$ cat src/rtl/pc_unit_param_if.sv
// Fetch-side bundle for the parametrised PC unit.
// Master drives control and memory data; slave returns fetch address and status.
interface pc_unit_param_if #(
    parameter int unsigned WIDTH = 32
);
    logic             Stall;
    logic             BranchEn;
    logic [WIDTH-1:0] BranchAddr;
    logic             Rti;
    logic             IntReq;
    logic             LongInstr;
    logic [WIDTH-1:0] MemData;
    logic [WIDTH-1:0] PCOut;
    logic             VecFetch;
    logic             IntAck;
    logic             InIsr;

    modport master (
        output Stall, BranchEn, BranchAddr, Rti,
        output IntReq, LongInstr, MemData,
        input  PCOut, VecFetch, IntAck, InIsr
    );

    modport slave (
        input  Stall, BranchEn, BranchAddr, Rti,
        input  IntReq, LongInstr, MemData,
        output PCOut, VecFetch, IntAck, InIsr
    );
endinterface

$ cat src/rtl/pc_unit_param.sv
// Program counter with stall, branch, vectored interrupt entry and return.
// Define PC_LONG_INSTR_EN to advance by 2*STEP when LongInstr is high.
module pc_unit_param #(
    parameter int unsigned      WIDTH        = 32,
    parameter logic [WIDTH-1:0] RESET_PC     = 32,
    parameter logic [WIDTH-1:0] INT_VEC_ADDR = 1,
    parameter int unsigned      STEP         = 1
) (
    input logic             Clk,
    input logic             Rst,
    pc_unit_param_if.slave  bus
);
    localparam logic [1:0] S_RUN  = 2'd0;
    localparam logic [1:0] S_VEC  = 2'd1;
    localparam logic [1:0] S_LOAD = 2'd2;

    logic [WIDTH-1:0] pc_q, pc_d;
    logic [WIDTH-1:0] ret_q, ret_d;
    logic [1:0]       state_q, state_d;
    logic             in_isr_q, in_isr_d;
    logic             int_ack_q, int_ack_d;
    logic [WIDTH-1:0] inc;
    logic [WIDTH-1:0] seq;

`ifdef PC_LONG_INSTR_EN
    assign inc = bus.LongInstr ? WIDTH'(2 * STEP) : WIDTH'(STEP);
`else
    logic unused_long_instr;
    assign unused_long_instr = bus.LongInstr;
    assign inc = WIDTH'(STEP);
`endif

    assign seq = pc_q + inc;

    always_comb begin
        pc_d      = pc_q;
        ret_d     = ret_q;
        state_d   = state_q;
        in_isr_d  = in_isr_q;
        int_ack_d = 1'b0;
        case (state_q)
            S_VEC: begin
                state_d = S_LOAD;
            end
            S_LOAD: begin
                pc_d      = bus.MemData;
                in_isr_d  = 1'b1;
                int_ack_d = 1'b1;
                state_d   = S_RUN;
            end
            default: begin
                // Priority order: return, flush, interrupt, stall, advance
                if (bus.Rti && in_isr_q) begin
                    pc_d     = ret_q;
                    in_isr_d = 1'b0;
                end else if (bus.BranchEn) begin
                    pc_d = bus.BranchAddr;
                end else if (bus.IntReq && !in_isr_q && !bus.Stall) begin
                    ret_d   = seq;
                    state_d = S_VEC;
                end else if (!bus.Stall) begin
                    pc_d = seq;
                end
            end
        endcase
    end

    always_ff @(posedge Clk) begin
        if (Rst) begin
            pc_q      <= RESET_PC;
            ret_q     <= '0;
            state_q   <= S_RUN;
            in_isr_q  <= 1'b0;
            int_ack_q <= 1'b0;
        end else begin
            pc_q      <= pc_d;
            ret_q     <= ret_d;
            state_q   <= state_d;
            in_isr_q  <= in_isr_d;
            int_ack_q <= int_ack_d;
        end
    end

    assign bus.VecFetch = (state_q == S_VEC);
    assign bus.PCOut    = (state_q == S_VEC) ? INT_VEC_ADDR : pc_q;
    assign bus.IntAck   = int_ack_q;
    assign bus.InIsr    = in_isr_q;
endmodule
$ cat src/flat_wrapper.sv
// flat-port wrapper written by rule: the top's interface ports become plain ports
module pc_unit_param_flat 
#(
    parameter int unsigned      WIDTH        = 32,
    parameter logic [WIDTH-1:0] RESET_PC     = 32,
    parameter logic [WIDTH-1:0] INT_VEC_ADDR = 1,
    parameter int unsigned      STEP         = 1
)
  (Clk, Rst, bus_Stall, bus_BranchEn, bus_BranchAddr, bus_Rti, bus_IntReq, bus_LongInstr, bus_MemData, bus_PCOut, bus_VecFetch, bus_IntAck, bus_InIsr);
  pc_unit_param_if #(.WIDTH(WIDTH)) bus_i ();
  input logic Clk;
  input logic Rst;
  input wire logic [$bits(bus_i.Stall)-1:0] bus_Stall;
  input wire logic [$bits(bus_i.BranchEn)-1:0] bus_BranchEn;
  input wire logic [$bits(bus_i.BranchAddr)-1:0] bus_BranchAddr;
  input wire logic [$bits(bus_i.Rti)-1:0] bus_Rti;
  input wire logic [$bits(bus_i.IntReq)-1:0] bus_IntReq;
  input wire logic [$bits(bus_i.LongInstr)-1:0] bus_LongInstr;
  input wire logic [$bits(bus_i.MemData)-1:0] bus_MemData;
  output wire logic [$bits(bus_i.PCOut)-1:0] bus_PCOut;
  output wire logic [$bits(bus_i.VecFetch)-1:0] bus_VecFetch;
  output wire logic [$bits(bus_i.IntAck)-1:0] bus_IntAck;
  output wire logic [$bits(bus_i.InIsr)-1:0] bus_InIsr;
  assign bus_i.Stall = bus_Stall;
  assign bus_i.BranchEn = bus_BranchEn;
  assign bus_i.BranchAddr = bus_BranchAddr;
  assign bus_i.Rti = bus_Rti;
  assign bus_i.IntReq = bus_IntReq;
  assign bus_i.LongInstr = bus_LongInstr;
  assign bus_i.MemData = bus_MemData;
  assign bus_PCOut = bus_i.PCOut;
  assign bus_VecFetch = bus_i.VecFetch;
  assign bus_IntAck = bus_i.IntAck;
  assign bus_InIsr = bus_i.InIsr;
  pc_unit_param #(.WIDTH(WIDTH), .RESET_PC(RESET_PC), .INT_VEC_ADDR(INT_VEC_ADDR), .STEP(STEP)) u_core (.Clk(Clk), .Rst(Rst), .bus(bus_i));
endmodule
$ cat config.mk
export PLATFORM = sky130hd
export DESIGN_NAME = pc_unit_param_flat
export DESIGN_NICKNAME = d
export VERILOG_FILES = /design/src/rtl/pc_unit_param_if.sv /design/src/rtl/pc_unit_param.sv /design/src/flat_wrapper.sv
export SDC_FILE = /design/constraint.sdc
export NUM_CORES = 1
export LEC_CHECK = 0
export BUFFER_PORTS_ARGS = -buffer_cell sky130_fd_sc_hd__buf_2
export CAP_MARGIN = 10
export CORE_MARGIN = 2
export CORE_UTILIZATION = 45
export CTS_BUF_LIST = sky130_fd_sc_hd__clkbuf_8 sky130_fd_sc_hd__clkbuf_16
export CTS_CLUSTER_SIZE = 24
export DETAILED_ROUTE_END_ITERATION = 10
export PLACE_DENSITY = 0.71
export SLEW_MARGIN = 20
export SYNTH_ARGS = -nofsm -noshare
export SYNTH_HDL_FRONTEND = slang
export SYNTH_SLANG_ARGS = --single-unit
$ cat constraint.sdc
create_clock -name Clk -period 6.5 [get_ports Clk]
set_input_delay 1.625 -clock Clk [delete_from_list [all_inputs] [get_ports Clk]]
set_output_delay 1.625 -clock Clk [all_outputs]
set_load 0.01 [all_outputs]
==> results of run 1 <==
[report_power, final]
part	leakage [nW]	switching (W)	internal [W]
logic	1.45	0.000150	0.000109
clock network	0.120	0.000179	0.000246
registers	0.557	0.0000481	0.000450
[layer usage]
layer,vias to the layer above,share of wire [%]
li1,2380,-
met1,2382,43
met2,224,47
met3,32,7.1
met4,0,2.6
met5,-,0
[sequential cells by signal, summed over array words and instances (netlist names)]
name,flops
u_core.ret_q,32
u_core.state_q,2
u_core.pc_q,32
u_core.bus.InIsr,1
u_core.bus.IntAck,1
[final timing paths]
kind                      from              end  slack [ns]  cells past startpoint
max reg2reg  u_core.state_q[0]  u_core.pc_q[27]        3.09                      8
min            u_core.ret_q[6]  u_core.ret_q[6]        0.47                      2
max               bus_BranchEn  u_core.pc_q[27]        2.61                      6
min reg2reg    u_core.ret_q[6]  u_core.ret_q[6]        0.47                      2
[worst max-delay path, stage by stage]
cell and delay, ns:
buf_2 0.58, or2_2 0.34, o211a_1 0.86, mux2_2 0.43, o21ba_2 0.23, a211oi_1 0.04
[layout by cell type (no fill, tap or decap), drive strengths merged, types with 4 or more instances in the layout]
| cell type | netlist | layout |
|---|---|---|
| or3 | 6 | 6 |
| o41ai | 4 | 4 |
| mux2i | 9 | 9 |
| inv | 13 | 14 |
| nand4 | 17 | 17 |
| nand2 | 48 | 48 |
| o221ai | 4 | 4 |
| a311oi | 8 | 8 |
| a31oi | 10 | 10 |
| o21ai | 46 | 46 |
| buf | 12 | 113 |
| nor4 | 8 | 8 |
| o31ai | 7 | 7 |
| nor3b | 4 | 4 |
| nand3 | 28 | 28 |
| xnor2 | 7 | 7 |
| and3 | 12 | 12 |
| a21oi | 46 | 46 |
| xor2 | 16 | 16 |
| nor2 | 59 | 59 |
| a211oi | 16 | 16 |
| nor2b | 27 | 27 |
| o311ai | 4 | 4 |
| or4 | 4 | 4 |
| clkbuf | 47 | 12 |
| dfxtp | 68 | 68 |
| nand2b | 8 | 8 |
| or2 | 4 | 4 |
| nor3 | 23 | 23 |
| o211ai | 10 | 10 |
[cells by family (layout without fill, tap and decap cells)]
group	count (synthesis)	in the layout	synth area share, %
adders and majority gates	3	3	0.8211
and+or+nand+nor	258	258	30.65
muxes	10	10	2.217
AOI/OAI and AO/OA	182	182	25.86
xor gates and xnor gates	23	23	4.406
DFF	68	68	29.78
buffers and inverters	73	143	6.267
[stage by stage]
| step | total power [W] | cells | utilization, % | hold slack (ns) | worst slack [ns] |
|---|---|---|---|---|---|
| 2_1_floorplan | 0.0006693 | 617 | - | 0.4473 | 3.240 |
| 3_3_place_gp | 0.0007517 | 804 | 51.87 | 0.4572 | 2.269 |
| 3_5_place_dp | 0.0007609 | 804 | 51.87 | 0.4588 | 2.266 |
| 4_1_cts | 0.001176 | 820 | 54.28 | 0.4712 | 2.623 |
| 5_1_grt | 0.001230 | 820 | 54.32 | 0.4954 | 2.503 |
| 6_report | 0.001181 | 820 | 54.32 | 0.4706 | 2.614 |
[area by class of cell]
class,instances,area (um2)
multi-input cells,476,2929
clock inverters,4,71.32
repair buffers,113,588.1
flip-flops and latches,68,1361
well taps,133,166.4
clock buffers,12,165.2
fillers,974,4486
inverters,14,52.55
==> flow_summary.ini, run 1 <==
[outcome]
outcome = complete, no violations

[synthesis]
synth_edf_count = 0
post-synth-top-area-fraction_pct = 29.78
syn_area_per_cell_um2 = 7.410
netlist_area_um2 = 4572
synth-async-reset-ratio_pct = 0
yosys.cell_count.top_type = dfxtp_1
seq_area_frac_synth_pct = 29.78
synth_fp_nets = 691
synth.area.top_cells = dfxtp_1 30%, a21oi_1 5.0%, o21ai_0 5.0%, nor2_1 4.8%, nand2_1 3.9%
ys_warn_count = 0
netlist_instances = 617
yosys.area.top_type = dfxtp_1
ys_ff_latch = 68
yosys.cell_types.count = 65
synth_commonest_cells = 68 x dfxtp_1, 59 x nor2_1, 48 x nand2_1
synthFlopType = dfxtp_1

[grt]
antenna_found_initial = 0
grt_pass1_vias = 4712
grt-ovfl-total = 0
grt_max_degree = 60
grt-busiest-layer = met2
grt_util_met3_pct = 5.240
grt_pass1_wl_um = 23290
grt_util_met2_pct = 42.76
met1_usage_pct = 33.77
grtUsageTotal_pct = 26.32

[timing]
final.setup.tns_ns = 0
worst_pin_slew_ns = 1.049
setup_viol = 0
fmax_mhz = 257.3
fin_crit_sh_pct = 59.79
slew_headroom_pct = 30.01
skew_ns = 0.01098
slew_viol_final = 0
fin_crit_ns = 3.886
rsz0062_at_grt = false
hold_violations = 0

[power]
p_leak_nw = 2.123
power_density_nw_per_um2 = 221.5
ir_worst_vdd_uv = 82.32

[finish]
area_growth_pct = 16.67
fin_nets = 756
final_area_um2 = 5334
antennaDiodeCount = 0
drive_gt1_share_pct = 21.25

[clocking]
clock-sinks = 68
clockRootBuffer = clkbuf_8
cts-buffers-inserted = 9
tritoncts = yes
htree_levels = 3
cts_hold_repair.buffers = 0
cts_buffer_depth = 2
cts_resized = 0
clk_pin_slew_ns = 0.08
clkLatencyLatePin_ns = 0.37
post_cts_buffers = 0

[detailed_routing]
drtPass1Iterations = 5
drt_iter0_markers = 303
drc = 0
vias = 5018
vias_per_cell = 6.120
detail_route.wl_per_cell_um = 18.10
postRouteAntennaNets = 0
drt_wl_total_um = 14850

[worst_setup_path]
start_kind = input pin
worstSetupEndpointType = flop
path_max_fanout = 37
cp_data_arrival_time_ns = 4.12
cp.required_ns = 6.73
crit_type = in -> reg

[die]
core.rowCount = 36
die_y_um = 104.8
fp.coreArea_um2 = 9819
die_width_um = 104.8
io_pins = 106
die_area_um2 = 10980
initial_core_util_pct = 46.56

[place]
io_buffer_count = 104
dp_hpwl_um = 9363
place_area_um2 = 5094
gpl.final_weighted_congestion = 0.8206

[run]
cap_viol_max_count = 0

[min_path]
hold_class = reg -> reg
No activity file was read; power rests on OpenSTA's default activity.
==> inputs of run 2 (changes only) <==
--- a/config.mk
+++ b/config.mk
@@ -5,6 +5,7 @@
 export SDC_FILE = /design/constraint.sdc
 export NUM_CORES = 1
 export LEC_CHECK = 0
+export ABC_AREA = 1
 export BUFFER_PORTS_ARGS = -buffer_cell sky130_fd_sc_hd__buf_2
 export CAP_MARGIN = 10
 export CORE_MARGIN = 2
@@ -12,7 +13,7 @@
 export CTS_BUF_LIST = sky130_fd_sc_hd__clkbuf_8 sky130_fd_sc_hd__clkbuf_16
 export CTS_CLUSTER_SIZE = 24
 export DETAILED_ROUTE_END_ITERATION = 10
-export PLACE_DENSITY = 0.71
+export PLACE_DENSITY = 0.73
 export SLEW_MARGIN = 20
 export SYNTH_ARGS = -nofsm -noshare
 export SYNTH_HDL_FRONTEND = slang
==> constraint.sdc (replaced) <==
create_clock -name Clk -period 3.4 [get_ports Clk]
set_input_delay 0.85 -clock Clk [delete_from_list [all_inputs] [get_ports Clk]]
set_output_delay 0.85 -clock Clk [all_outputs]
set_load 0.01 [all_outputs]
==> run 2 against run 1 <==
Against the previous run:
- area after synthesis rose by 4.6%
- core utilization rose by 0.32 points
- register-to-register slack got worse by 2.2 ns
- clock power rose by 100%
- sequential share of layout area fell by 1.4 points
- non-clock buffer count fell by 1
- sequential power rose by 110%
- combinational power rose to 4.1 times the previous value
- count of clock-buffer cells in the layout fell by 1
- clock skew rose by 0.0023 ns
- critical path type is now reg -> out
- critical path depth did not move
==> flow_summary.ini, run 2 <==
[power]
power_density_nw_per_um2 = 527.0
fin_total_pwr_w = 0.002972
ir_worst_vdd_uv = 195.2
p_int_w = 0.001839
seq_power_share_pct = 36.0
p_clk_share_pct = 28.5
switching_share_pct = 38.12
p_leak_nw = 2.887
combinationalPowerShare_pct = 35.5
switchingPower_w = 0.001133

[worst_setup_path]
start_kind = flop
critPathMaxStageDelay_ns = 0.52
crit_type = reg -> out
worstSetupEndpointType = primary output
crit_chain = inv_1 -> ha_1 -> buf_4 -> inv_1 -> nand2_1 -> buf_2
crit_top_cell = inv_1
slowest_stage = ha_1
reg2reg_from = u_core.state_q[0]
cp-startpoint = u_core.state_q[1]
path_buf_inv = 4
path_max_fanout = 14
r2r_end = u_core.pc_q[13]
cp_data_arrival_time_ns = 1.85
crit_family = buffers and inverters
cp.required_ns = 2.55
reg2reg_depth = 9
reg2reg_slack_ns = 0.89

[timing]
worst_pin_slew_ns = 0.8241
final.setup.tns_ns = 0
slew_headroom_pct = 44.98
fin_crit_ns = 2.702
hold_violations = 0
fin_ws_ns = 0.6978
slew_viol_final = 0
skew_ns = 0.01332
fin_crit_sh_pct = 79.48
fmax_mhz = 370.1
rsz0062_at_grt = false
setup_viol = 0

[min_path]
hold_class = reg -> reg
hold_path_end = u_core.state_q[0]
hold_depth = 2
min_from = u_core.state_q[0]

[detailed_routing]
detail_route.wl_per_cell_um = 13.27
postRouteAntennaNets = 0
vias = 5131
drt_iter0_markers = 304
drtPass1Iterations = 5
vias_per_cell = 5.045
drc = 0
drt_wl_total_um = 13490

[synthesis]
yosys.cell_count.top_type = nand2_1
ys_ff_latch = 68
netlist_area_um2 = 4781
yosys.area.top_type = dfxtp_1
seq_area_frac_synth_pct = 28.47
netlist_instances = 795
synth-async-reset-ratio_pct = 0
yosys.cell_types.count = 35
synthFlopType = dfxtp_1
ys_warn_count = 0
synth.area.top_cells = dfxtp_1 28%, nand2_1 15%, nor2_1 10%, inv_1 7.7%, o21ai_0 6.7%
post-synth-top-area-fraction_pct = 28.47
syn_area_per_cell_um2 = 6.014
synth_edf_count = 0
synth_fp_nets = 869
synth_commonest_cells = 196 x nand2_1, 130 x nor2_1, 98 x inv_1

[finish]
fillers = 1109
drive_gt1_share_pct = 20.20
antennaDiodeCount = 0
final_cell_mix = 196 x nand2_1, 130 x nor2_1, 104 x buf_2
fin_nets = 950
largestRegisters = u_core.pc_q x32, u_core.ret_q x32, u_core.state_q x2
final_common_cell = nand2_1
area_growth_pct = 17.98
final_area_um2 = 5640

[grt]
grt_max_degree = 57
antenna_found_initial = 0
grt_pass1_wl_um = 22700
grt-ovfl-total = 0
grtUsageTotal_pct = 24.63
grt_pass1_vias = 4716

[clocking]
clock-sinks = 68
tritoncts = yes
post_cts_buffers = 0
clk_pin_slew_ns = 0.07
clkLatencyLatePin_ns = 0.35
cts_hold_repair.buffers = 0
cts-buffers-inserted = 9
clockRootBuffer = clkbuf_8
cts_buffer_depth = 2
htree_levels = 3
cts_resized = 0

[place]
place_area_um2 = 5390
dp_hpwl_um = 9441
gpl.final_weighted_congestion = 0.9170
io_buffer_count = 104
place_ws_ns = 0.8178

[die]
fp.coreArea_um2 = 10320
io_pins = 106
initial_core_util_pct = 46.31
die_width_um = 107.1
die_area_um2 = 11470
core.rowCount = 37
die_y_um = 107.1

[run]
cap_viol_max_count = 0

[outcome]
outcome = complete, no violations
==> run 2: cell count changes in the layout (fill, tap and decap cells not counted), sizes merged, moves of 11 or more <==
| cell | delta |
|---|---|
| a211oi | -16 |
| nor2 | +85 |
| nand2 | +154 |
| or2 | +11 |
| and3 | -12 |
| o211ai | +13 |
| nor2b | -27 |
| nand4 | -16 |
| nor3 | -21 |
| nand3 | +24 |
| inv | +89 |
| o21ai | +26 |
==> run 2: kinds of logic after synthesis <==
family,after synthesis,synth area share [%]
compound gates,152,17.95
simple gates,418,39.10
buf+inv,144,11.86
fa+ha+maj,3,0.7852
flops,68,28.47
xor+xnor,10,1.832
==> run 2: routing by layer <==
metal,global-route usage (%),routed length (um),vias up,part of all wire [%]
li1,-,-,2685,-
met3,3.161,942,22,7.0
met5,0,0,-,0
met2,39.96,6164,191,46
met1,33.46,6135,2233,45
met4,8.813,252,0,1.9
==> run 2: power groups by stage <==
stage / clock network [W] / logic (W) / registers [W]
after global routing: 0.000885 / 0.00121 / 0.00109
after global placement: 0 / 0.00104 / 0.00108
after floorplan: 0 / 0.000745 / 0.00104
after detailed placement: 0 / 0.00105 / 0.00108
after CTS: 0.000849 / 0.00106 / 0.00107
final: 0.000848 / 0.00106 / 0.00107
==> run 2: final cells by class <==
class | count | area (um2) | share of cell area [%]
Sequential cell | 68 | 1361 | 24.13
Tap cell | 136 | 170.2 | 3.017
Multi-Input combinational cell | 583 | 2858 | 50.67
Clock inverter | 5 | 98.84 | 1.752
Clock buffer | 11 | 151.4 | 2.684
Timing Repair Buffer | 112 | 618.1 | 10.96
Inverter | 102 | 382.9 | 6.788
==> run 2: how the worst max path moves through the flow <==
stage | end | depth (start not counted)
after global placement | u_core.pc_q[15] | 8
after CTS | bus_PCOut[0] | 6
after global routing | bus_PCOut[0] | 6
after floorplan | bus_PCOut[10] | 5
final | bus_PCOut[0] | 6
after detailed placement | u_core.ret_q[15] | 11
==> run 2: worst register-to-register path: cells and delay by family, from the launching register on <==
kind | cells | cell delay [ns]
adders and majority gates | 1 | 0.61
AOI/OAI and AO/OA | 2 | 0.35
buffers and inverters | 3 | 0.39
DFF | 1 | 0.31
and+or+nand+nor | 3 | 0.74
==> run 2: stage by stage <==
stage / util, % / hold slack [ns] / std cells
2_1_floorplan: - / 0.4474 / 795
3_3_place_gp: 52.21 / 0.4554 / 1001
3_5_place_dp: 52.21 / 0.4682 / 1001
4_1_cts: 54.64 / 0.4807 / 1017
5_1_grt: 54.64 / 0.5171 / 1017
6_report: 54.64 / 0.4806 / 1017
